--- src/rtl/arb_mux_nto1.sv ---
// rtl/arb_mux_nto1.sv - N-to-1 registered mux with round-robin arbitration (ARB_MUX_FIXED_PRIO_EN selects fixed priority)
module arb_mux_nto1 #(
    parameter int WIDTH = 32,
    parameter int N = 4,
    localparam int SELW = $clog2(N)
) (
    input  logic                 Clk,
    input  logic                 Rst,
    input  logic [N*WIDTH-1:0]   inData,
    input  logic [N-1:0]         inValid,
    output logic [N-1:0]         inReady,
    output logic [WIDTH-1:0]     outData,
    output logic                 outValid,
    input  logic                 outReady,
    output logic [SELW-1:0]      outSel
);

    logic [WIDTH-1:0] chan [N];
    logic [SELW-1:0]  start;
    logic [SELW-1:0]  grant;
    logic [SELW:0]    sum;
    logic             found;
    logic             load;

    for (genvar i = 0; i < N; i++) begin : g_unpack
        assign chan[i] = inData[i*WIDTH +: WIDTH];
    end

`ifdef ARB_MUX_FIXED_PRIO_EN
    assign start = '0;
`else
    logic [SELW-1:0] ptr;
    assign start = ptr;
`endif

    assign load = !outValid || outReady;

    // Search start, start+1, ... wrapping at N; sum carries one extra bit so the wrap test is exact.
    always_comb begin
        found = 1'b0;
        grant = '0;
        sum   = '0;
        for (int k = 0; k < N; k++) begin
            sum = {1'b0, start} + (SELW+1)'(k);
            if (sum >= (SELW+1)'(N)) begin
                sum = sum - (SELW+1)'(N);
            end
            if (!found && inValid[sum[SELW-1:0]]) begin
                found = 1'b1;
                grant = sum[SELW-1:0];
            end
        end
    end

    always_comb begin
        inReady = '0;
        if (found && load && !Rst) begin
            inReady[grant] = 1'b1;
        end
    end

    always_ff @(posedge Clk or posedge Rst) begin
        if (Rst) begin
            outData  <= '0;
            outSel   <= '0;
            outValid <= 1'b0;
        end else if (found && load) begin
            outData  <= chan[grant];
            outSel   <= grant;
            outValid <= 1'b1;
        end else if (outReady) begin
            outValid <= 1'b0;
        end
    end

`ifndef ARB_MUX_FIXED_PRIO_EN
    always_ff @(posedge Clk or posedge Rst) begin
        if (Rst) begin
            ptr <= '0;
        end else if (found && load) begin
            ptr <= (grant == SELW'(N-1)) ? '0 : grant + SELW'(1);
        end
    end
`endif

endmodule

--- config.mk ---
export PLATFORM = sky130hd
export DESIGN_NAME = arb_mux_nto1
export DESIGN_NICKNAME = d
export VERILOG_FILES = /design/src/rtl/arb_mux_nto1.sv
export SDC_FILE = /design/constraint.sdc
export NUM_CORES = 1
export LEC_CHECK = 0
export BUFFER_PORTS_ARGS = -buffer_cell sky130_fd_sc_hd__buf_4
export CAP_MARGIN = 20
export CORE_MARGIN = 3
export CORE_UTILIZATION = 44
export CTS_CLUSTER_SIZE = 30
export DETAILED_ROUTE_END_ITERATION = 10
export PLACE_DENSITY = 0.87
export SLEW_MARGIN = 20
export SYNTH_ARGS = -nofsm -noshare
export SYNTH_HDL_FRONTEND = slang
export SYNTH_SLANG_ARGS = --single-unit
--- constraint.sdc ---
create_clock -name Clk -period 2.5 [get_ports Clk]
set_input_delay 0.375 -clock Clk [delete_from_list [all_inputs] [get_ports Clk]]
set_output_delay 0.375 -clock Clk [all_outputs]
set_load 0.01 [all_outputs]
## Word-level counts from Yosys, hierarchy flattened

Index checks and enable logic that the tools add are counted.

| storage, ports and cells | value |
|---|---|
| register bits after elaboration | 37 |
| word-level logic and storage cells | 67 |
| output and inout bits | 39 |

| operators by class | value |
|---|---|
| equality and inequality tests | 1 |
| mux-type cells | 29 |
| reduce and logical (&&, ||, !) cells | 13 |
| order comparisons | 11 |
| bitwise gates (word level) | 1 |
| add/sub/neg operators | 8 |

Operator list:

| kind | count |
|---|---|
| $bmux W32 S2 | 1 |
| $mux W32 | 2 |
| $mux W2 | 9 |
| $lt A2 B3 Y1 const B | 5 |
| $ge A3 B3 Y1 const B | 4 |
| $mux W1 | 11 |
| $bmux W1 S2 | 4 |
| $sub A2 B1 Y2 const B | 4 |
| $add A2 B2 Y3 const B | 2 |
| $logic_and A1 B1 Y1 | 6 |
| $logic_not A1 Y1 | 5 |
| $mux W4 | 1 |
| $add A2 B1 Y3 const B | 1 |
| $ge A2 B3 Y1 const B | 1 |
| $not A2 Y3 | 1 |
| $add A2 B1 Y2 const B | 1 |
| $demux W1 S2 | 1 |
| $eq A2 B2 Y1 const B | 1 |
| $ge A2 B1 Y1 const B | 1 |
| $reduce_bool A2 Y1 | 1 |
| $logic_or A1 B1 Y1 | 1 |

## Depth between registers and ports, before layout

Gate-level depths: netlist of run 1.

| depth | value |
|---|---|
| depth after elaboration | 19 |
| mapped depth | 9 |

## Worst setup path after synthesis of run 1

Ideal clock, no wire load.

| timing path | value |
|---|---|
| path kind | register to output |
| start point | reg ptr[1] |
| end point | out inReady[2] |
| data arrival time | 1.653 ns |
| slack | 0.472 ns |
| stages on the path, launching flop included | 8 |
| buffers on the path | 3 |
| cell sequence | dfrtp_1 -> a21o_1 -> a21oi_1 -> o22a_1 -> buf_4 -> buf_8 -> buf_12 -> nor4b_1 |

| on the way | value |
|---|---|
| word-level cells in the longest chain between the ends | 19 |
| elaborated cells between the ends (all ways) | 45 |
| those cells by class | add/sub: 7; order compare: 6; mux: 23; reduce/logical: 9 |

RTL lines:

| element | RTL line | RTL |
|---|---|---|
| start, declared | 32 | `logic [SELW-1:0] ptr;` |
| start signal, assigned | 81 | `ptr <= (grant == SELW'(N-1)) ? '0 : grant + SELW'(1);` |
| parallel branches: the longest is 18 deep, another holds $add A2 B1 Y3 | - |  |
| $mux W4 * | 57 | `if (found && load && !Rst) begin` |
| end, declared | 11 | `output logic [N-1:0] inReady,` |

Every way passes the cells marked *. The select of a mux whose other input is x is not followed.

## Worst setup path in the final report of run 1

| timing path | value |
|---|---|
| start point | reg ptr[1] |
| end point | out inReady[0] |

Same word-level chain as after synthesis.

==> results of run 1 <==
## critical path, stage by stage, from the launching register on
cell and delay (ns):
dfrtp_1 0.45, a21o_1 0.18, a21oi_1 0.17, o22a_4 0.23, buf_12 0.24, nor4_1 0.07, buf_4 0.16
## Yosys cell counts, drive strengths merged
cell type / number / area (um^2)
buf: 17 / 131.4
o22ai: 1 / 6.260
ha: 1 / 12.51
a21oi: 4 / 20.02
nand2: 40 / 150.1
a21boi: 1 / 7.510
dfrtp: 37 / 925.9
nor4: 2 / 12.51
a21o: 2 / 15.01
nand2b: 3 / 18.77
a211oi: 1 / 12.51
o221ai: 32 / 280.3
inv: 5 / 18.77
clkbuf: 1 / 3.750
mux2i: 64 / 640.6
o22a: 1 / 8.760
mux2: 1 / 11.26
nor2: 1 / 3.750
and3: 1 / 6.260
nor4b: 2 / 23.77
## logic make-up (layout without fill, tap and decap cells)
kind of cell / Yosys count / in the layout
DFF: 37 / 37
AOI/OAI and AO/OA: 42 / 42
muxes: 65 / 65
buffers and inverters: 23 / 195
and+or+nand+nor: 49 / 49
adders and majority gates: 1 / 1
## metrics by stage
step	cell area, um^2	instances	setup WS [ns]	power [mW]
finish	3779	456	0.3405	3.080
global route	3779	456	0.1981	3.262
CTS	3779	456	0.3195	3.105
detailed placement	3659	448	0.5680	2.554
global placement	3659	448	0.5862	2.508
floorplan	2310	217	0.4717	1.868
## per-layer routing
| metal | share of wire [%] | up-vias |
|---|---|---|
| met2 | 55 | 113 |
| met5 | 0 | - |
| met4 | 1.9 | 0 |
| li1 | - | 1159 |
| met1 | 35 | 1150 |
| met3 | 8.0 | 13 |
## area by class of cell
| type | count | area (um^2) | area share [%] |
|---|---|---|---|
| tap | 67 | 83.83 | 2.219 |
| clock buffer | 6 | 82.58 | 2.185 |
| timing repair buffer | 182 | 1391 | 36.82 |
| sequential | 37 | 925.9 | 24.50 |
| inverter | 5 | 18.77 | 0.4967 |
| clock inverter | 2 | 37.54 | 0.9934 |
| multi-input combinational | 157 | 1239 | 32.78 |
## path summary, 6_finish.rpt
kind | depth (start not counted) | from | end | slack [ns]
setup / recovery | 6 | ptr[1] | inReady[0] | 0.34
hold / removal | 3 | Rst | ptr[1] | 0.24
setup reg to reg | 6 | ptr[1] | outData[6] | 0.66
hold reg to reg | 2 | outData[13] | outData[13] | 0.49
max in group asynchronous | 3 | Rst | outData[14] | 1.92
min in group Clk | 3 | inValid[2] | outValid | 0.36
## registers in the layout, summed over array words and instances, names as in the netlist
| register | flops |
|---|---|
| outSel | 2 |
| ptr | 2 |
| outValid | 1 |
| outData | 32 |
## report_power, final
group	switching, mW	leakage [nW]	total, mW	internal [mW]
registers	0.146	0.449	0.979	0.833
logic	0.720	1.46	1.56	0.835
clock network	0.221	0.0574	0.546	0.325
total	1.09	1.96	3.08	1.99
==> reports/qor.yml, run 1 <==
grt:
  grt_max_degree: 38
  top_usage_layer: "met2"
  met3_usage_pct: 5.963
  met2_usage_pct: 46.15
  grt_first_pass_wirelength_mm: 12.08
  grt_antenna_before_repair: 0
  grt_pass1_vias: 2640
  grt_overflow_total: 0
  met1_usage_pct: 26.97
  grt_usage_pct: 24.41
detailed_routing:
  drt_iter0_drc: 62
  detail_route.wl_per_cell_um: 16.33
  drt-total-wl_mm: 7.445
  drc: 0
  vias_per_cell: 5.340
  drtPass1Iterations: 4
  vias: 2435
  drtAntennaViolNets: 0
finish:
  layout_commonest_cell: "buf_4"
  drive_above_1_share_pct: 49.87
  nets: 524
  layout_common_cells: "buf_4, mux2i_1, nand2_1"
  fill_cells: 366
  antenna_cells: 0
  syn_to_final_growth_pct: 63.60
  final_util_pct: 76.94
synthesis:
  muxShareOfSynthArea_pct: 28.22
  synth_xor_xnor_area_share_pct: 0
  synth_compound_area_share_pct: 15.17
  synth-simple-area-share_pct: 9.317
  syn_area_mm2: 0.002310
  synth_warnings: 0
  ys_seq_area_share_pct: 40.09
  syn_inst: 217
  ys_types: 25
  synth-seq-cells: 37
  avgSynthCellArea_um2: 10.64
  synth_top_family_by_area: "multiplexers"
  syn_nets: 353
  synth-adder-area-share_pct: 0.5417
setup_path:
  crit_fanout: 33
  setup.worst_path.start_class: "register"
  crit_path_end_kind: "primary output"
  arrival_ns: 1.78
  worstSetupPathType: "reg2out"
  crit_required_ns: 2.12
flow_run:
  cap_violations: 0
sta:
  worst_pin_slew_ns: 0.4991
  finalHoldViolCount: 0
  timing.final.crit_period_ns: 2.160
  timing.fmax_mhz: 463.1
  rsz0062_at_grt: "no"
  report.final.slew_viol_count: 0
  relSlewSlack_pct: 66.42
  timing.hold.ws_ns: 0.2402
  setup-tns-final_ns: 0
  finClkSkew_ns: 0.003905
  finalCritPeriodShare_pct: 86.38
  setup_violations: 0
power:
  ir_drop_mv: 0.5377
  power.leakage_nw: 1.962
  power_density_mw_per_mm2: 815.2
cts:
  insertion_delay_ns: 0.28
  ctsResizeCount: 0
  cts-root-buf: "clkbuf_8"
  cts_buffer_depth: 2
  numCtsBuffers: 5
  clk_pin_slew_ns: 0.08
  cts_tree: "yes"
  cts_setup_buffers: 0
  postCtsHoldBufs: 0
  cts_htree_levels: 2
  cts.sinks: 37
hold_path:
  worstHoldPathType: "in2async"
place:
  port_buffers: 173
  dp_hpwl_mm: 5.955
  place.gp.congestion: 0.7123
floorplanning:
  ios: 174
  core_mm2: 0.004911
  fp.dieW_um: 78.45
  fp.dieH_um: 78.45
  initial_core_util_pct: 47.03
  rows: 25
  design.die.area_mm2: 0.006154
outcome:
  status: "finished, final reports clean"
Note: power is estimated with default switching activity, not from simulation.
==> run 2: changes to the inputs <==
--- a/config.mk
+++ b/config.mk
@@ -5,11 +5,12 @@
 export SDC_FILE = /design/constraint.sdc
 export NUM_CORES = 1
 export LEC_CHECK = 0
+export ABC_AREA = 1
 export BUFFER_PORTS_ARGS = -buffer_cell sky130_fd_sc_hd__buf_4
 export CAP_MARGIN = 20
 export CORE_MARGIN = 3
-export CORE_UTILIZATION = 44
-export CTS_CLUSTER_SIZE = 30
+export CORE_UTILIZATION = 49
+export CTS_CLUSTER_SIZE = 40
 export DETAILED_ROUTE_END_ITERATION = 10
 export PLACE_DENSITY = 0.87
 export SLEW_MARGIN = 20
==> run 2 against run 1 <==
Fmax fell by 14%. Register-to-register slack got worse by 0.37 ns. Largest power group unchanged. Clock power down 16%. Critical endpoint unchanged.
==> reports/qor.yml, run 2 <==
sta:
  rsz0062_at_grt: "yes"  # was no
  timing.final.crit_period_ns: 2.500  # was 2.160 ns
  report.final.slew_viol_count: 0  # unchanged
  timing.fmax_mhz: 400.0  # was 463.1 MHz
  finClkSkew_ns: 0.009529  # was 0.003905 ns
  finalHoldViolCount: 0  # unchanged
  worst_pin_slew_ns: 0.4669  # was 0.4991 ns
  worst_slack_ns: 0.00002776  # was 0.3405 ns
  finalCritPeriodShare_pct: 100.0  # was 86.38%
  setup-tns-final_ns: 0  # unchanged
  relSlewSlack_pct: 68.87  # was 66.42%
  setup_violations: 0  # unchanged
floorplanning:
  ios: 174  # unchanged
  fp.dieH_um: 86.92  # was 78.45 um
  rows: 28  # was 25
  core_mm2: 0.006131  # was 0.004911 mm^2
  fp.dieW_um: 86.92  # was 78.45 um
  design.die.area_mm2: 0.007554  # was 0.006154 mm^2
  initial_core_util_pct: 52.33  # was 47.03%
synthesis:
  ys_seq_area_share_pct: 28.86  # was 40.09%
  synth.most_common_cell: "nand2_1"  # was mux2i_1
  ys_types: 21  # was 25
  synth_edf_count: 0  # unchanged
  synth_warnings: 0  # unchanged
  synth_commonest_cells: "nand2_1, nand3_1, inv_1"  # was mux2i_1, nand2_1, dfrtp_1
  synth-seq-cells: 37  # unchanged
  synthFlopType: "dfrtp_1"  # unchanged
  syn_inst: 570  # was 217
  synth_top_area_share_pct: 34.52  # was 40.09%
  syn_area_mm2: 0.003208  # was 0.002310 mm^2
  yosysTopAreaCell: "nand2_1"  # was dfrtp_1
  avgSynthCellArea_um2: 5.628  # was 10.64 um^2
  syn_nets: 706  # was 353
  ys_top_cells_by_area: "nand2_1, dfrtp_1, nand3_1"  # was dfrtp_1, mux2i_1, o221ai_1
  async_flop_share_pct: 100.0  # unchanged
place:
  place.gp.congestion: 0.8627  # was 0.7123
  port_buffers: 173  # unchanged
  dp_hpwl_mm: 7.659  # was 5.955 mm
  dp_cells: 797  # was 448
  pre_cts_ws_ns: 0.2679  # was 0.5680 ns
cts:
  cts-root-buf: "clkbuf_8"  # unchanged
  clk_pin_slew_ns: 0.08  # about the same
  cts_tree: "yes"  # unchanged
  cts_htree_levels: 2  # unchanged
  numCtsBuffers: 5  # unchanged
  cts.sinks: 37  # unchanged
  insertion_delay_ns: 0.28  # about the same
  cts_buffer_depth: 2  # unchanged
setup_path:
  crit_fanout: 7  # was 33
  arrival_ns: 2.12  # was 1.78 ns
  reg2reg_depth: 16  # was 6
  worstSetupPathType: "reg2out"  # unchanged
  setup.worst_path.start_class: "register"  # unchanged
  crit_path_end_kind: "primary output"  # unchanged
  crit_required_ns: 2.12  # about the same
grt:
  met3_usage_pct: 5.014  # was 5.963%
  met1_usage_pct: 30.68  # was 26.97%
  met2_usage_pct: 46.93  # was 46.15%
  grt_first_pass_wirelength_mm: 16.09  # was 12.08 mm
  grt_overflow_total: 0  # unchanged
  grt_max_degree: 38  # unchanged
  grt_pass1_vias: 3725  # was 2640
  grt_antenna_before_repair: 0  # unchanged
  grt_usage_pct: 25.99  # was 24.41%
  top_usage_layer: "met2"  # unchanged
power:
  power_density_mw_per_mm2: 1572  # was 815.2 mW/mm^2
  power.leakage_nw: 2.990  # was 1.962 nW
  ir_drop_mv: 1.061  # was 0.5377 mV
detailed_routing:
  drt_iter0_drc: 226  # was 62
  vias: 4032  # was 2435
  drtAntennaViolNets: 0  # unchanged
  detail_route.wl_per_cell_um: 12.56  # was 16.33 um
  vias_per_cell: 4.959  # was 5.340
  drt-total-wl_mm: 10.21  # was 7.445 mm
  drc: 0  # unchanged
  drtPass1Iterations: 5  # was 4
finish:
  largest-register: "outData"  # unchanged
  antenna_cells: 0  # unchanged
  layout_common_cells: "nand2_1, buf_4, nand3_1"  # was buf_4, mux2i_1, nand2_1
  nets: 873  # was 524
  instances_no_fill: 813  # was 456
  top_regs: "outData x32, outSel x2, ptr x2"  # unchanged
  layout_commonest_cell: "nand2_1"  # was buf_4
  syn_to_final_growth_pct: 45.28  # was 63.60%
  drive_above_1_share_pct: 29.81  # was 49.87%
  largest_reg_flops: 32  # unchanged
hold_path:
  worstHoldPathType: "in2async"  # unchanged
flow_run:
  cap_violations: 0  # unchanged
outcome:
  status: "finished, final reports clean"  # unchanged
[run 2: cell count changes after synthesis, sizes merged, moves of 2 or more]
cell	change
o221ai	-32
nor4b	-2
mux2i	-64
buf	+16
inv	+73
a21oi	-3
nand3	+102
nor3	+3
o21ai	+5
nor4	-2
nand2b	-3
nor2	+4
a21o	-2
nand2	+261
[run 2: repair_timing]
item                       CTS  global route
cloned                       0             0
setup endpoints to repair    2             4
gates resized for setup      1             6
hold buffers                 0             0
setup buffers                0             8
pin swaps                    0             2
[run 2: layout make-up]
cell class              count  area, um^2
well taps                  75       93.84
repair buffers            195        1474
multi-input cells         420        1765
flip-flops and latches     37       928.4
fillers                   525        1470
clock buffers               7       96.34
clock inverters             1       5.005
inverters                  78       297.8
[run 2: logic make-up (layout without fill, tap and decap cells)]
kind of cell               Yosys count  count (layout)  share of synthesized area (%)
buffers and inverters              113             281                          16.34
AOI/OAI and AO/OA                    6               6                         0.9358
adders and majority gates            1               1                         0.3900
and+or+nand+nor                    413             413                          53.47
DFF                                 37              37                          28.86
[run 2: path summary, 6_finish.rpt]
path	start	end	slack, ns
worst max-delay path	ptr[0]	inReady[0]	0.00003
worst min-delay path	Rst	outValid	0.22
worst max register to register	ptr[0]	outData[1]	0.29
worst min register to register	outData[29]	outData[29]	0.48
max in group asynchronous	Rst	ptr[0]	1.94
min in group Clk	outReady	outValid	0.36
[run 2: through the flow]
step,util (%),total power [mW],instance area (um^2),hold slack (ns)
6_report,76.02,7.326,4661,0.2211
4_1_cts,74.90,7.173,4592,0.2365
5_1_grt,76.02,8.184,4661,0.2631
2_1_floorplan,-,5.335,3208,0.5137
3_3_place_gp,73.22,6.545,4489,0.4637
3_5_place_dp,73.22,6.701,4489,0.4660
[run 2: worst max-delay path, cell delays in order, from the launching register on]
cell and delay, ns:
dfrtp_2 0.47, buf_4 0.16, nand2_1 0.09, nand3_1 0.12, nand2_2 0.12, nor2_1 0.07, nand2_1 0.06, nand2_1 0.05
nor2_1 0.13, nand2_2 0.09, buf_4 0.15, nor3_1 0.18, buf_4 0.16
[run 2: report_power, final]
group | switching, mW | internal, mW
Sequential | 0.189 | 0.944
Combinational | 3.54 | 2.19
Clock | 0.211 | 0.249
Total | 3.94 | 3.38
[run 2: routing by layer]
| metal | vias to the layer above | wire (um) |
|---|---|---|
| met5 | - | 0 |
| met4 | 0 | 259 |
| met3 | 34 | 957 |
| met2 | 188 | 5210 |
| li1 | 2051 | - |
| met1 | 1759 | 3783 |
==> run 3: changes to the inputs <==
--- a/config.mk
+++ b/config.mk
@@ -9,11 +9,11 @@
 export BUFFER_PORTS_ARGS = -buffer_cell sky130_fd_sc_hd__buf_4
 export CAP_MARGIN = 20
 export CORE_MARGIN = 3
-export CORE_UTILIZATION = 49
+export CORE_UTILIZATION = 50
+export CTS_BUF_LIST = sky130_fd_sc_hd__clkbuf_4 sky130_fd_sc_hd__clkbuf_8
 export CTS_CLUSTER_SIZE = 40
 export DETAILED_ROUTE_END_ITERATION = 10
-export PLACE_DENSITY = 0.87
-export SLEW_MARGIN = 20
+export PLACE_DENSITY = 0.88
 export SYNTH_ARGS = -nofsm -noshare
 export SYNTH_HDL_FRONTEND = slang
 export SYNTH_SLANG_ARGS = --single-unit
==> run 3 against run 2 <==
The run now ends with setup timing left. Worst hold slack better by 0.051 ns. Total power increased by 3.3%. Utilization grew 2.1 points. Clock-buffer cell count stayed put. Sequential power rose by 4%. Die area fell by 1.9%. Global-route usage up 1.8 points. Largest cell class unchanged. Highest routed layer unchanged.
==> reports/qor.yml, run 3 (same netlist as run 2, synthesis figures left out) <==
power:
  total_power_mw: 7.567  # was 7.326 mW
  ir_drop_mv: 1.381  # was 1.061 mV
  power.leakage_nw: 2.987  # was 2.990 nW
  power_density_mw_per_mm2: 1599  # was 1572 mW/mm^2
sta:
  worst_pin_slew_ns: 0.4848  # was 0.4669 ns
  setup_violations: 1  # was 0
  finalHoldViolCount: 0  # unchanged
  finalCritPeriodShare_pct: 100.6  # was 100.0%
  timing.final.crit_period_ns: 2.515  # was 2.500 ns
  relSlewSlack_pct: 67.68  # was 68.87%
  report.final.slew_viol_count: 0  # unchanged
  worst_slack_ns: -0.01504  # was 0.00002776 ns
  finClkSkew_ns: 0.008509  # was 0.009529 ns
  timing.hold.ws_ns: 0.2724  # was 0.2211 ns
  timing.fmax_mhz: 397.6  # was 400.0 MHz
  rsz0062_at_grt: "yes"  # unchanged
setup_path:
  arrival_ns: 2.14  # was 2.12 ns
  critPathMaxStageDelay_ns: 0.48  # was 0.47 ns
  path_depth: 14  # was 12
  crit_required_ns: 2.12  # about the same
  crit_path_end_kind: "primary output"  # unchanged
  crit_chain: "clkinvlp_4 -> nand2_1 -> nand2_1 -> nand2_2 -> nand2_2 -> nor2_4 -> nand2_1 -> nand2_1 -> nor2_1 -> nand2_2 -> ha_4 -> inv_1 -> nor2_1 -> buf_4"  # was buf_4 -> nand2_1 -> nand3_1 -> nand2_2 -> nor2_1 -> nand2_1 -> nand2_1 -> nor2_1 -> nand2_2 -> buf_4 -> nor3_1 -> buf_4
  crit_slowest_cell: "dfrtp_2"  # unchanged
  cpMostUsedCell: "nand2_1"
  setup.worst_path.start_class: "register"  # unchanged
  r2r_slack_ns: 0.20  # was 0.29 ns
  path_delay_family: "simple AND/OR/NAND/NOR gates"  # unchanged
  worstSetupPathType: "reg2out"  # unchanged
  reg2reg_depth: 14  # was 16
  crit_fanout: 6  # was 7
  cp_num_buf_inv: 3  # unchanged
detailed_routing:
  drt_iter0_drc: 338  # was 226
  drt-total-wl_mm: 11.04  # was 10.21 mm
  drtPass1Iterations: 7  # was 5
  vias: 4190  # was 4032
  drc: 0  # unchanged
  vias_per_cell: 5.173  # was 4.959
  detail_route.wl_per_cell_um: 13.62  # was 12.56 um
  drtAntennaViolNets: 0  # unchanged
grt:
  grt_max_degree: 45  # was 38
  met1_usage_pct: 31.92  # was 30.68%
  met3_usage_pct: 5.379  # was 5.014%
  grt_first_pass_wirelength_mm: 16.87  # was 16.09 mm
  grt_overflow_total: 0  # unchanged
  grt_antenna_before_repair: 0  # unchanged
  grt_pass1_vias: 3900  # was 3725
  grt_usage_pct: 27.84  # was 25.99%
  met2_usage_pct: 50.74  # was 46.93%
  top_usage_layer: "met2"  # unchanged
finish:
  fill_cells: 484  # was 525
  layout_common_cells: "nand2_1, buf_4, nand3_1"  # unchanged
  largest-register: "outData"  # unchanged
  antenna_cells: 0  # unchanged
  final_cell_area_mm2: 0.004732  # was 0.004661 mm^2
  largest_reg_flops: 32  # unchanged
  syn_to_final_growth_pct: 47.50  # was 45.28%
  drive_above_1_share_pct: 32.24  # was 29.81%
  top_regs: "outData x32, outSel x2, ptr x2"  # unchanged
  nets: 871  # was 873
  layout_commonest_cell: "nand2_1"  # unchanged
floorplanning:
  design.die.area_mm2: 0.007413  # was 0.007554 mm^2
  core_mm2: 0.006061  # was 0.006131 mm^2
  fp.dieW_um: 86.10  # was 86.92 um
  rows: 28  # unchanged
  initial_core_util_pct: 52.93  # was 52.33%
  fp.dieH_um: 86.10  # was 86.92 um
  ios: 174  # unchanged
place:
  place.gp.congestion: 0.9314  # was 0.8627
  port_buffers: 173  # unchanged
  place_area_mm2: 0.004469  # was 0.004489 mm^2
  dp_hpwl_mm: 7.740  # was 7.659 mm
cts:
  numCtsBuffers: 5  # unchanged
  cts.sinks: 37  # unchanged
  postCtsHoldBufs: 0  # unchanged
  insertion_delay_ns: 0.29  # was 0.28 ns
  cts-root-buf: "clkbuf_8"  # unchanged
  cts_htree_levels: 2  # unchanged
  cts_buffer_depth: 2  # unchanged
  cts_tree: "yes"  # unchanged
  clk_pin_slew_ns: 0.08  # about the same
outcome:
  failed_checks: "setup timing"
  status: "finished, violations left"  # was finished, final reports clean
hold_path:
  worstHoldPathType: "in2async"  # unchanged
flow_run:
  cap_violations: 0  # unchanged
## run 3: cell type report
cell class                      count  area (um^2)  area share, %
Clock buffer                        7        90.09          1.904
Tap cell                           75        93.84          1.983
Inverter                           78        300.3          6.346
Timing Repair Buffer              192         1458          30.80
Sequential cell                    37        928.4          19.62
Timing Repair inverter              1        7.507         0.1586
Multi-Input combinational cell    420         1854          39.19
## run 3: routing by layer
metal / routed length [um] / up-vias / part of all wire [%]
met5: 0 / - / 0
li1: - / 2045 / -
met4: 311 / 0 / 2.8
met1: 4100 / 1874 / 37
met2: 5619 / 235 / 51
met3: 1005 / 36 / 9.1
## run 3: final timing paths
kind / from / endpoint
max in group asynchronous: Rst / ptr[1]
min reg2reg: outData[28] / outData[28]
max reg2reg: ptr[0] / outData[26]
min: Rst / ptr[0]
min in group Clk: outReady / outValid
max: ptr[0] / inReady[3]
## run 3: report_power, final
part           leakage (nW)  switching [mW]  total, mW  internal (mW)
Clock                0.0477           0.209      0.439          0.230
Combinational          2.49            3.76       5.96           2.21
Sequential            0.452           0.222       1.17          0.944
## run 3: worst reg2reg max path, cell delays in order, from the launching register on
cell        delay [ns]
dfrtp_2           0.48
clkinvlp_4        0.18
nand2_1           0.09
nand2_1           0.09
nand2_2           0.10
nand2_2           0.08
a21oi_2           0.15
nand2_2           0.10
nand2_4           0.11
buf_4             0.40
nand2_1           0.15
nand3_1           0.10
nand2_1           0.06
nand2_1           0.05
nand2_1           0.05
## run 3: what timing repair did
item,4_1_cts,5_1_grt
cloned,0,1
resized for setup,1,33
endpoints found under the hold margin,0,0
pin swaps,0,14
buffers inserted,3,3
endpoints found under the setup margin,3,5
## run 3: through the flow
| stage | utilization [%] | instances | setup slack (ns) | setup TNS [ns] |
|---|---|---|---|---|
| detailed placement | 73.74 | 796 | 0.2195 | 0 |
| CTS | 75.83 | 806 | 0.04553 | 0 |
| finish | 78.08 | 810 | -0.01504 | -0.01504 |
| global route | 78.08 | 810 | -0.07621 | -0.1618 |
| global placement | 73.74 | 796 | 0.3644 | 0 |
| floorplan | - | 570 | 0.3161 | 0 |
